## src/rtl/mult4x4_sequencer.sv

```systemverilog
// mult4x4_sequencer: computes an unsigned 4x4 product by issuing the four
// 2-bit digit pairs of the operands to an external 2x2 multiplier. That
// multiplier registers its operands, so each partial product comes back one
// cycle after issue and is shift-accumulated into an 8-bit accumulator.
module mult4x4_sequencer (
  input  logic       clk,
  input  logic       rst,
  input  logic       start,
  input  logic [3:0] a,
  input  logic [3:0] b,
  output logic       busy,
  output logic       done,
  output logic [7:0] product,
  output logic       mA0,
  output logic       mA1,
  output logic       mB0,
  output logic       mB1,
  output logic       mIZero,
  input  logic       mS0,
  input  logic       mS1,
  input  logic       mS2,
  input  logic       mS3
);

  typedef enum logic [1:0] {IDLE, RUN, DONE} state_t;

  state_t      state, state_next;
  logic [2:0]  idx, idx_next;
  logic [3:0]  op_a, op_a_next;
  logic [3:0]  op_b, op_b_next;
  logic [7:0]  acc, acc_next;
  logic [7:0]  product_reg, product_next;
  logic [1:0]  dig_a, dig_a_next;
  logic [1:0]  dig_b, dig_b_next;
  logic [3:0]  partial;
  logic [2:0]  weight;
  logic [7:0]  partial_shifted;
  logic [7:0]  acc_sum;

  assign partial         = {mS3, mS2, mS1, mS0};
  assign partial_shifted = 8'({4'b0000, partial}) << weight;
  assign acc_sum         = acc + partial_shifted;

  assign busy    = (state == RUN);
  assign done    = (state == DONE);
  assign product = product_reg;
  assign mA0     = dig_a[0];
  assign mA1     = dig_a[1];
  assign mB0     = dig_b[0];
  assign mB1     = dig_b[1];
  assign mIZero  = 1'b0;

  // Weight of the partial product arriving now, i.e. of the pair issued at idx-1.
  always_comb begin
    weight = 3'd0;
    case (idx)
      3'd1:    weight = 3'd0;
      3'd2:    weight = 3'd2;
      3'd3:    weight = 3'd2;
      3'd4:    weight = 3'd4;
      default: weight = 3'd0;
    endcase
  end

  // Registers for state, step counter, operands, accumulator and digit outputs.
  always_ff @(posedge clk) begin
    if (rst) begin
      state       <= IDLE;
      idx         <= 3'd0;
      op_a        <= 4'd0;
      op_b        <= 4'd0;
      acc         <= 8'd0;
      product_reg <= 8'd0;
      dig_a       <= 2'd0;
      dig_b       <= 2'd0;
    end else begin
      state       <= state_next;
      idx         <= idx_next;
      op_a        <= op_a_next;
      op_b        <= op_b_next;
      acc         <= acc_next;
      product_reg <= product_next;
      dig_a       <= dig_a_next;
      dig_b       <= dig_b_next;
    end
  end

  // Next-state logic: accept in IDLE/DONE, walk the four digit pairs in RUN.
  always_comb begin
    state_next   = state;
    idx_next     = idx;
    op_a_next    = op_a;
    op_b_next    = op_b;
    acc_next     = acc;
    product_next = product_reg;
    dig_a_next   = 2'd0;
    dig_b_next   = 2'd0;
    case (state)
      IDLE, DONE: begin
        if (start) begin
          state_next = RUN;
          idx_next   = 3'd0;
          op_a_next  = a;
          op_b_next  = b;
          acc_next   = 8'd0;
          dig_a_next = a[1:0];
          dig_b_next = b[1:0];
        end else begin
          state_next = IDLE;
        end
      end
      RUN: begin
        if (idx != 3'd0) begin
          acc_next = acc_sum;
        end
        if (idx == 3'd4) begin
          state_next   = DONE;
          product_next = acc_sum;
        end else begin
          idx_next = idx + 3'd1;
        end
        case (idx)
          3'd0: begin
            dig_a_next = op_a[3:2];
            dig_b_next = op_b[1:0];
          end
          3'd1: begin
            dig_a_next = op_a[1:0];
            dig_b_next = op_b[3:2];
          end
          3'd2: begin
            dig_a_next = op_a[3:2];
            dig_b_next = op_b[3:2];
          end
          default: begin
            dig_a_next = 2'd0;
            dig_b_next = 2'd0;
          end
        endcase
      end
      default: begin
        state_next = IDLE;
      end
    endcase
  end

endmodule

```

## config.mk

```make
export PLATFORM = sky130hd
export DESIGN_NAME = mult4x4_sequencer
export DESIGN_NICKNAME = d
export VERILOG_FILES = /design/src/rtl/mult4x4_sequencer.sv
export SDC_FILE = /design/constraint.sdc
export NUM_CORES = 1
export LEC_CHECK = 0
export ABC_AREA = 0
export CAP_MARGIN = 20
export CORE_MARGIN = 10
export CORE_UTILIZATION = 50
export CTS_BUF_LIST = sky130_fd_sc_hd__clkbuf_16
export CTS_CLUSTER_SIZE = 16
export DETAILED_ROUTE_END_ITERATION = 12
export GPL_TIMING_DRIVEN = 0
export PLACE_DENSITY = 0.83
export SETUP_SLACK_MARGIN = 0.3
export SYNTH_ARGS = -nofsm -noshare
export SYNTH_HDL_FRONTEND = slang
export SYNTH_SLANG_ARGS = --single-unit
```

## constraint.sdc

```tcl
create_clock -name clk -period 7.3 [get_ports clk]
set_input_delay 1.46 -clock clk [delete_from_list [all_inputs] [get_ports clk]]
set_output_delay 1.46 -clock clk [all_outputs]
set_load 0.1 [all_outputs]
```

==> metrics.yaml <==
clockRootBuffer: "clkbuf_16"
synth_adder_area_share: 0.0953
grt_usage: 0.150
mostFrequentLayoutCells: "35 x nand2_1, 33 x dfxtp_1, 32 x a21oi_1"
rsz0062_at_grt: "false"
dpl.hpwl_um: 3210
cp_data_required_time_ns: 5.84
final_common_cell: "nand2_1"
ir_drop_uv: 171
place_ws_ns: 3.63
grt_pass1_vias: 1666
hold_ws_ns: 0.460
cts_hold_buf: 0
end_kind: "output pin"
synth_cell_types: 44
hold_viol: 0
dieArea_sq_um: 6360
postLayoutCoreUtil: 0.674
area_delta_synth_final_pct: 28.0
rrSetupSlack_ns: 4.31
yosysSeqAreaShare: 0.370
cts_tree: "done"
fp.dieW_um: 79.8
num_io_pins: 30
cts_setup_buffers: 0
drtIter0Drc: 58
vias: 1624
criticalPathCategory: "flop to output pin"
met1_usage: 0.164
dpl_cell_area_sq_um: 2120
synthArstFlopShare: 0
coreArea_sq_um: 3390
synth_area_sq_um: 1790
io_buffers: 28
min_path_type: "flop to flop"
die_h_um: 79.8
synth_xor_area_frac: 0.0294
finish.instance_area_sq_um: 2290
yosysTopAreaCellShare: 0.370
top_usage_layer: "met2"
finalCritPeriodShare: 0.485
synth_edf_count: 0
p_leak_nw: 0.872
yosysTopAreaCell: "dfxtp_1"
num_rows: 21
fin_tns_setup_ns: 0
yosys.area_share.simple: 0.233
instances_no_fill: 293
status: "finished clean"
cts_sinks: 33
clock_latency_ns: 0.28
grt_pass1_wl_um: 7570
wirelength_um: 4610
fin_nets: 274
grt_antenna_before_repair: 0
path_clk_slew_ns: 0.06
synth_ff_type: "dfxtp_1"
fmax_mhz: 283
fin_crit_ns: 3.54
cts_max_level: 2
use_met3: 0.0586
finClkSkew_ns: 0.00832
cts_resized: 0
slew_headroom: 0.350
wl_per_cell_um: 15.7
drive_gt1_frac: 0.0850
yosys_register_bits: 33
synth-compound-area-share: 0.205
ant_nets: 0
crit_path_max_fanout: 10
placed_cells: 285
worstPathArrival_ns: 2.08
dr.pass1.iters: 4
drc: 0
gp_congestion: 0.880
yosys_warnings: 0
antenna_cells: 0
power_mw: 0.498
start_util: 0.527
drv_slew: 0
grt_use_met2: 0.253
viasPerCell: 5.54
grt_overflow: 0
clockBufferDepth: 2
synth_top_family_by_area: "simple AND/OR/NAND/NOR gates"
start_kind: "flop"
p_per_area_nw_per_um2: 218
synth.area.top_cells: "dfxtp_1 37%, a21oi_1 9.0%, ha_1 8.4%"
avgSynthCellArea_sq_um: 8.46
numCtsBuffers: 5
setup_ws_ns: 3.76
syn_inst: 211
setup_viol: 0
maxCapViolCount: 0
grt_start_max_net_pins: 11
worst_pin_slew_ns: 0.971
muxShareOfSynthArea: 0.0112
synth_fp_nets: 239
## critical path, stage by stage, from the launching register on
cell             delay (ns)
dfxtp_1                0.29
nand2b_1               0.14
buf_6                  0.16
clkinv_8               0.08
clkdlybuf4s50_1        1.13
## power breakdown
part	total, mW	switching [mW]	internal (mW)
combinational	0.0746	0.0483	0.0263
clock	0.234	0.0759	0.158
sequential	0.190	0.00341	0.186
total	0.498	0.128	0.371
## synthesized netlist by cell type, types with 2 or more instances
master,count
nand2_1,35
dfxtp_1,33
a21oi_1,32
nand3_1,13
ha_1,12
nor2_1,8
clkbuf_1,5
nand4b_1,5
buf_2,4
xnor2_1,4
a211oi_1,3
a22oi_1,3
inv_1,3
nand2b_1,3
o21ai_0,3
o21bai_1,3
o31ai_1,3
or3_1,3
a21o_1,2
a22o_1,2
and3_1,2
buf_4,2
mux2i_1,2
nand3b_1,2
nor2_2,2
o32ai_1,2
or4_1,2
xor2_1,2
## layout make-up
type                    instances  area [sq um]
plain buffers                  12          65.1
well taps                      46          57.6
multi-input cells             161          1030
flip-flops and latches         33           661
fillers                       278          1100
clock buffers                   5           125
clock inverters                 3          37.5
repair buffers                 28           280
inverters                       5          31.3
## metal layers
layer,routed length [um],vias up
met2,2220,42
met3,336,9
li1,-,817
met1,1960,756
met4,96,0
met5,0,-
## worst paths after layout
| check | from | to | cells past startpoint |
|---|---|---|---|
| worst max-delay path | state[1] | busy | 4 |
| worst min-delay path | op_b[0] | op_b[0] | 2 |
| worst max register to register | idx[0] | product[6] | 12 |
| worst min register to register | op_b[0] | op_b[0] | 2 |
## cell families after synthesis
| logic type | count (synthesis) |
|---|---|
| other | 1 |
| multiplexers | 2 |
| AO/OA/AOI/OAI | 58 |
| adder cells (fa/ha/maj) | 13 |
| AND/OR/NAND/NOR | 81 |
| XOR/XNOR | 6 |
| flip-flops | 33 |
| buffers and inverters | 17 |
Note: power is estimated with default switching activity, not from simulation.
